===== src/rtl/prod_accum_feeder.sv =====
// prod_accum_feeder: deserialises a valid/ready word stream into a zero-padded
// lane bus for the product-accumulation tree, fires a one-cycle compute enable
// with the latched op select, then returns the tree result (or a timeout error)
// on a valid/ready output.
module prod_accum_feeder #(
  parameter int unsigned DATA_WIDTH     = 32,
  parameter int unsigned NUM_LANES      = 32,
  parameter int unsigned TIMEOUT_CYCLES = 64
) (
  input  logic                             clk,
  input  logic                             rst_n,
  input  logic                             in_vld,
  input  logic [DATA_WIDTH-1:0]            in_data,
  input  logic                             in_last,
  input  logic                             op_sel_cfg,
  output logic                             in_rdy,
  output logic [NUM_LANES*DATA_WIDTH-1:0]  lane_data,
  output logic                             comp_en,
  output logic                             data_in_op_sel,
  input  logic [DATA_WIDTH-1:0]            acc_data,
  input  logic                             acc_vld,
  output logic [DATA_WIDTH-1:0]            res_data,
  output logic                             res_err,
  output logic                             res_vld,
  input  logic                             res_rdy,
  output logic                             busy
);

  localparam int unsigned IDX_W = (NUM_LANES > 1) ? $clog2(NUM_LANES) : 1;
  localparam int unsigned CNT_W = IDX_W + 1;
  localparam int unsigned TMR_W = $clog2(TIMEOUT_CYCLES);

  typedef enum logic [1:0] {
    S_FILL,
    S_ISSUE,
    S_WAIT,
    S_RESP
  } state_e;

  state_e                 state_q, state_d;
  logic [CNT_W-1:0]       cnt_q, cnt_d;
  logic [DATA_WIDTH-1:0]  lane_q [NUM_LANES];
  logic [DATA_WIDTH-1:0]  lane_d [NUM_LANES];
  logic                   op_q, op_d;
  logic [TMR_W-1:0]       timer_q, timer_d;
  logic                   in_rdy_q, in_rdy_d;
  logic                   comp_en_q, comp_en_d;
  logic                   op_sel_q, op_sel_d;
  logic [DATA_WIDTH-1:0]  res_data_q, res_data_d;
  logic                   res_err_q, res_err_d;
  logic                   res_vld_q, res_vld_d;

  // Next-state, datapath and registered-output computation.
  // Outputs are registered from state_d so they line up with the state they describe.
  always_comb begin
    state_d    = state_q;
    cnt_d      = cnt_q;
    lane_d     = lane_q;
    op_d       = op_q;
    timer_d    = timer_q;
    res_data_d = res_data_q;
    res_err_d  = res_err_q;

    case (state_q)
      S_FILL: begin
        if (in_vld && in_rdy_q) begin
          for (int unsigned k = 0; k < NUM_LANES; k++) begin
            if (CNT_W'(k) == cnt_q) lane_d[k] = in_data;
          end
          cnt_d = cnt_q + 1'b1;
          if (cnt_q == '0) op_d = op_sel_cfg;
          if (in_last || (cnt_q == CNT_W'(NUM_LANES - 1))) state_d = S_ISSUE;
        end
      end
      S_ISSUE: begin
        timer_d = '0;
        state_d = S_WAIT;
      end
      S_WAIT: begin
        if (acc_vld) begin
          res_data_d = acc_data;
          res_err_d  = 1'b0;
          state_d    = S_RESP;
        end else if (timer_q == TMR_W'(TIMEOUT_CYCLES - 1)) begin
          res_data_d = '0;
          res_err_d  = 1'b1;
          state_d    = S_RESP;
        end else begin
          timer_d = timer_q + 1'b1;
        end
      end
      S_RESP: begin
        if (res_rdy) begin
          cnt_d = '0;
          for (int unsigned k = 0; k < NUM_LANES; k++) lane_d[k] = '0;
          state_d = S_FILL;
        end
      end
      default: state_d = S_FILL;
    endcase

    in_rdy_d  = (state_d == S_FILL);
    comp_en_d = (state_d == S_ISSUE);
    res_vld_d = (state_d == S_RESP);
    // op_d, not op_q, so a one-word vector presents its own op select at ISSUE
    op_sel_d  = (state_d != S_FILL) ? op_d : 1'b0;
  end

  // State, lane storage and output registers with asynchronous active-low reset.
  always_ff @(posedge clk or negedge rst_n) begin
    if (!rst_n) begin
      state_q    <= S_FILL;
      cnt_q      <= '0;
      for (int unsigned k = 0; k < NUM_LANES; k++) lane_q[k] <= '0;
      op_q       <= 1'b0;
      timer_q    <= '0;
      in_rdy_q   <= 1'b0;
      comp_en_q  <= 1'b0;
      op_sel_q   <= 1'b0;
      res_data_q <= '0;
      res_err_q  <= 1'b0;
      res_vld_q  <= 1'b0;
    end else begin
      state_q    <= state_d;
      cnt_q      <= cnt_d;
      lane_q     <= lane_d;
      op_q       <= op_d;
      timer_q    <= timer_d;
      in_rdy_q   <= in_rdy_d;
      comp_en_q  <= comp_en_d;
      op_sel_q   <= op_sel_d;
      res_data_q <= res_data_d;
      res_err_q  <= res_err_d;
      res_vld_q  <= res_vld_d;
    end
  end

  // Lane bus: lanes at or beyond the fill count read as zero (zero padding).
  always_comb begin
    lane_data = '0;
    for (int unsigned k = 0; k < NUM_LANES; k++) begin
      if (CNT_W'(k) < cnt_q) lane_data[k*DATA_WIDTH +: DATA_WIDTH] = lane_q[k];
    end
  end

  assign in_rdy         = in_rdy_q;
  assign comp_en        = comp_en_q;
  assign data_in_op_sel = op_sel_q;
  assign res_data       = res_data_q;
  assign res_err        = res_err_q;
  assign res_vld        = res_vld_q;
  assign busy           = (state_q != S_FILL) || (cnt_q != '0);

endmodule

===== config.mk =====
export PLATFORM = sky130hd
export DESIGN_NAME = prod_accum_feeder
export DESIGN_NICKNAME = d
export VERILOG_FILES = /design/src/rtl/prod_accum_feeder.sv
export SDC_FILE = /design/constraint.sdc
export NUM_CORES = 2
export LEC_CHECK = 0
export BUFFER_PORTS_ARGS = -buffer_cell sky130_fd_sc_hd__buf_2
export CAP_MARGIN = 20
export CORE_AREA = 3 3 442 444
export DETAILED_ROUTE_END_ITERATION = 8
export DIE_AREA = 0 0 445 447
export GPL_ROUTABILITY_DRIVEN = 1
export MAX_ROUTING_LAYER = met4
export SLEW_MARGIN = 20
export SYNTH_ARGS = -nofsm -noshare
export SYNTH_HDL_FRONTEND = slang
export SYNTH_SLANG_ARGS = --single-unit

===== constraint.sdc =====
create_clock -name clk -period 2.7 [get_ports clk]
set_input_delay 0.135 -clock clk [delete_from_list [all_inputs] [get_ports clk]]
set_output_delay 0.135 -clock clk [all_outputs]
set_load 0.02 [all_outputs]

==> flow_metrics.py, run 1 <==
metrics = {
    "run_status": {
        "outcome": "stopped before the end",
        "lastStage": "detailed routing",
        "error_line": "[ERROR DRT-0255] Maze Route cannot find path of net clk in worker of routeBox ( 434700 0 ) ( 445000 48300 ).",
    },
    "die": {
        "die_h_um": 447,
        "io_pins": 1133,
        "die_w_um": 445,
        "floorplan.rows": 161,
        "start_util_pct": 24.9,
    },
    "clocking": {
        "clkSinkCount": 1076,
        "root_buffer": "clkbuf_16",
        "numCtsBuffers": 116,
        "clockBufferDepth": 3,
        "h-tree-depth": 3,
    },
    "synthesis": {
        "synth_area_leader_cell": "dfrtp_1",
        "syn_inst": 4585,
        "yosys_warnings": 0,
        "synth_edf_count": 0,
        "synth_top_area_share_pct": 56.2,
        "synth_seq_cells": 1076,
        "synth_area_leaders": "dfrtp_1 56%, nor2b_1 7.0%, o21ai_0 7.0%",
        "syn_area_um2": 47900,
        "avgSynthCellArea_um2": 10.4,
        "synth-main-ff-cell": "dfrtp_1",
        "syn_nets": 4660,
        "synth-seq-area-share_pct": 56.2,
        "async_reset_ff_share_pct": 100,
        "synth.distinct_cells": 60,
    },
    "place": {
        "finalWeightedCongestion": 0.874,
        "dpl.hpwl_um": 155000,
        "io_buffers": 1132,
    },
    "grt": {
        "grt_pass1_wl_um": 310000,
        "first_global_vias": 40200,
        "grt_max_degree": 141,
        "track_usage_pct": 22.6,
        "gr-total-overflow": 0,
        "antenna_found_initial": 31,
    },
    "sta": {
        "crit_endpoint": "lane_data[822]",
        "worst-ep-kind": "output port",
    },
}
-- metal layers --
layer / global-route usage [%]
met1: 27.2
met2: 36.8
met3: 4.60
met4: 9.93
met5: -
-- timing repair --
| item | 4_1_cts | 5_1_grt |
|---|---|---|
| hold buffers | 64 | 0 |
| setup endpoints to repair | 978 | 875 |
| hold endpoints to repair | 626 | 0 |
| cloned | 9 | 14 |
| pin swaps | 38 | 69 |
| resized for setup | 233 | 409 |
| setup buffers | 47 | 36 |
-- cell usage after synthesis, drive strengths merged, types with 2 or more instances --
library cell and count:
ha 4, o311ai 2, and3 2, a21o 6, o21ai 743, inv 7
nor2b 534, buf 159, a21oi 18, dfrtp 1076, and2 520, xnor2 4
o21a 2, nand3 518, mux2 257, nor4b 2, a22o 65, and2b 16
nand2 269, nor2 24, a31oi 14, or2 2, nor3 6, o211ai 10
clkbuf 300, o2111ai 6, and4bb 4, xor2 3
-- per-stage QoR --
stage               worst slack (ps)  std cells  instance area (um^2)  setup TNS (ps)
floorplan                        554       4585                 47900               0
global route                    -215       8396                 65500          -77300
CTS                             -185       8342                 63600          -67070
detailed placement               148       8005                 57600               0
global placement                 195       8005                 57600               0
-- logic make-up after synthesis --
kind of cell | share of synthesized area, %
buffers and inverters | 4.40
AND/OR/NAND/NOR | 22.4
adder cells (fa/ha/maj) | 0.105
multiplexers | 6.04
XOR/XNOR | 0.128
AO/OA/AOI/OAI | 10.7
flip-flops | 56.2
==> run 2: changes to the inputs <==
--- a/config.mk
+++ b/config.mk
@@ -7,11 +7,11 @@
 export LEC_CHECK = 0
 export BUFFER_PORTS_ARGS = -buffer_cell sky130_fd_sc_hd__buf_2
 export CAP_MARGIN = 20
-export CORE_AREA = 3 3 442 444
+export CORE_AREA = 3 3 443 445
 export DETAILED_ROUTE_END_ITERATION = 8
-export DIE_AREA = 0 0 445 447
+export DIE_AREA = 0 0 446 448
 export GPL_ROUTABILITY_DRIVEN = 1
-export MAX_ROUTING_LAYER = met4
+export PLACE_DENSITY_LB_ADDON = 0.15
 export SLEW_MARGIN = 20
 export SYNTH_ARGS = -nofsm -noshare
 export SYNTH_HDL_FRONTEND = slang
==> run 2 against run 1 <==
  * The flow now finishes, with violations (setup timing)
  * Global-route usage grew 0.85 points
  * Synthesized area is the same
  * Synthesized cell count is the same
==> flow_metrics.py, run 2 <==
metrics = {
    "synthesis": {
        "synth-main-ff-cell": "dfrtp_1",
        "avgSynthCellArea_um2": 10.4,
        "syn_nets": 4660,
        "synth.distinct_cells": 60,
        "synth_top_area_share_pct": 56.2,
        "syn_inst": 4585,
        "yosysMostFrequentCell": "dfrtp_1",
        "async_reset_ff_share_pct": 100,
        "synth_area_leaders": "dfrtp_1 56%, nor2b_1 7.0%, o21ai_0 7.0%",
        "synth_edf_count": 0,
        "synthTopCellsByCount": "1,076 x dfrtp_1, 665 x o21ai_0, 534 x nor2b_1",
        "yosys_warnings": 0,
        "synth_area_leader_cell": "dfrtp_1",
        "synth_seq_cells": 1076,
        "synth-seq-area-share_pct": 56.2,
        "syn_area_um2": 47900,
    },
    "pwr": {
        "leakagePower_nw": 31.4,
        "finalPower_mw": 54.6,
        "combPwrFrac_pct": 25.8,
        "switching_share_pct": 34.3,
        "worst_ir_drop_vdd_mv": 0.590,
        "power_frac_seq_pct": 40.7,
        "p_clk_share_pct": 33.5,
        "powerDensity_nw_per_um2": 826,
        "power.internal_mw": 35.9,
        "switchingPower_mw": 18.7,
    },
    "grt": {
        "gr-total-overflow": 0,
        "antenna_found_initial": 37,
        "track_usage_pct": 23.5,
        "grt_pass1_wl_um": 329000,
        "first_global_vias": 39400,
        "grt_max_degree": 94,
    },
    "sta": {
        "finalClockSkew_ps": 23.9,
        "worst_slew_pin_slew_ps": 849,
        "fin_crit_sh_pct": 106,
        "rsz0062_at_grt": "true",
        "drv_slew": 0,
        "setup_violations": 468,
        "hold_slack_ps": 48.7,
        "fin_ws_ps": -153,
        "hold_viol_final": 0,
        "slew_headroom_pct": 43.4,
        "min_period_ps": 2850,
        "fmax_ghz": 0.351,
    },
    "die": {
        "dieArea_um2": 200000,
        "start_util_pct": 24.9,
        "die_h_um": 448,
        "core_um2": 193000,
        "io_pins": 1133,
        "floorplan.rows": 161,
        "die_w_um": 446,
    },
    "clocking": {
        "clk_latency_ps": 810,
        "cts_tree": "done",
        "clkSinkCount": 1076,
        "numCtsBuffers": 135,
        "h-tree-depth": 4,
        "clockBufferDepth": 3,
        "root_buffer": "clkbuf_16",
        "path_clk_slew_ps": 60,
    },
    "worst_setup_path": {
        "critPathRequiredTime_ps": 2570,
        "setup.worst_path.end_class": "output pin",
        "r2r_slack_ps": 120,
        "crit_fanout": 16,
        "path_class": "register to output pin",
        "worstSetupStartpointType": "register",
        "r2r-start": "cnt_q[1]",
        "startpoint": "cnt_q[2]",
        "critPathArrivalTime_ps": 2720,
        "reg2reg_depth": 9,
        "r2r_end": "lane_q[638]",
    },
    "run": {
        "cap_violations": 0,
    },
    "min_path": {
        "hp-start": "in_data[9]",
        "hold_class": "primary input to register",
        "min_to": "lane_q[713]",
        "min_path_cells": 4,
    },
    "layout": {
        "final_nets": 5831,
        "area_growth_pct": 38.1,
        "drive_above_1_share_pct": 37.2,
        "largest_reg_flops": 1024,
        "layout_common_cells": "1,072 x dfrtp_1, 949 x buf_2, 662 x o21ai_0",
        "top_register": "lane_q",
        "final_common_cell": "dfrtp_1",
        "final_cells": 8400,
    },
    "run_status": {
        "violations": "setup timing",
        "outcome": "complete, but fails checks",
    },
    "detailed_routing": {
        "drt-initial-drc-count": 2797,
        "routed_wl_um": 242000,
        "wire_per_inst_um": 28.9,
        "dr.pass1.iters": 6,
        "drc_errors": 0,
        "num_vias": 39600,
        "drt.antenna.violating_nets": 0,
        "via_per_inst": 4.72,
    },
    "place": {
        "io_buffers": 1132,
        "dpl_worst_slack_ps": 145,
        "finalWeightedCongestion": 0.811,
        "dp_cells": 7980,
        "dpl.hpwl_um": 157000,
    },
}
==> run 2: cell counts after synthesis <==
No cell type changed its count.
==> run 2: area by class of cell <==
type                       count  area, um^2
tap                         2526        3160
clock buffer                 198        3890
antenna                       19        47.5
sequential                  1076       26900
inverter                       7        33.8
clock inverter                38         527
timing repair buffer        1490       11600
multi-input combinational   3046       19900
fill                       19800      126000
==> run 2: worst max path at each step <==
stage | to | slack (ps) | cells after the start
floorplan | lane_q[1001] | 550 | 8
global placement | lane_q[325] | 280 | 7
detailed placement | lane_data[258] | 150 | 7
CTS | lane_data[857] | -190 | 8
global route | lane_data[855] | -230 | 8
finish | lane_data[641] | -150 | 8
==> run 2: per-stage QoR <==
stage	setup TNS, ps	instance area, um^2	utilization (%)
4_1_cts	-64250	65500	34.0
3_5_place_dp	0	57200	29.7
3_3_place_gp	0	57200	29.7
2_1_floorplan	0	47900	-
6_report	-26040	66100	34.3
5_1_grt	-84220	66100	34.3
==> run 2: kinds of logic after synthesis <==
logic type,Yosys count,share of synthesized area [%]
multiplexers,257,6.04
XOR/XNOR,7,0.128
flip-flops,1076,56.2
adder cells (fa/ha/maj),4,0.105
AO/OA/AOI/OAI,869,10.7
AND/OR/NAND/NOR,1906,22.4
buffers and inverters,466,4.40
==> run 2: power groups by stage <==
stage | sequential [mW] | clock (mW) | combinational [mW]
floorplan | 21.9 | 0 | 7.63
global placement | 22.3 | 0 | 13.6
detailed placement | 22.4 | 0 | 13.8
CTS | 22.2 | 18.7 | 14.2
global route | 22.7 | 19.4 | 15.1
finish | 22.2 | 18.3 | 14.1
==> run 2: routing by layer <==
layer  track usage (%)  routed length (um)  vias up
met1              30.0              101000    20200
met2              39.9              119000     1274
met3              4.05               13600      294
met5                 0                   0        -
li1                  -                   -    17800
met4              8.42                9160        0
==> run 2: worst max-delay path: stages (launching register included) <==
cell,delay [ps]
dfrtp_2,410
buf_12,140
buf_4,140
buf_4,170
a21o_1,200
a21o_4,290
clkbuf_16,220
and2_1,190
buf_2,160
==> run 2: repair_timing <==
action | in CTS | in global routing
gates cloned | 30 | 6
endpoints found under the hold margin | 841 | 0
buffers inserted | 67 | 6
gates resized for setup | 550 | 146
hold buffers | 56 | 0
endpoints found under the setup margin | 981 | 836
pin swaps | 105 | 47
Power figures use the tool's default switching activity.
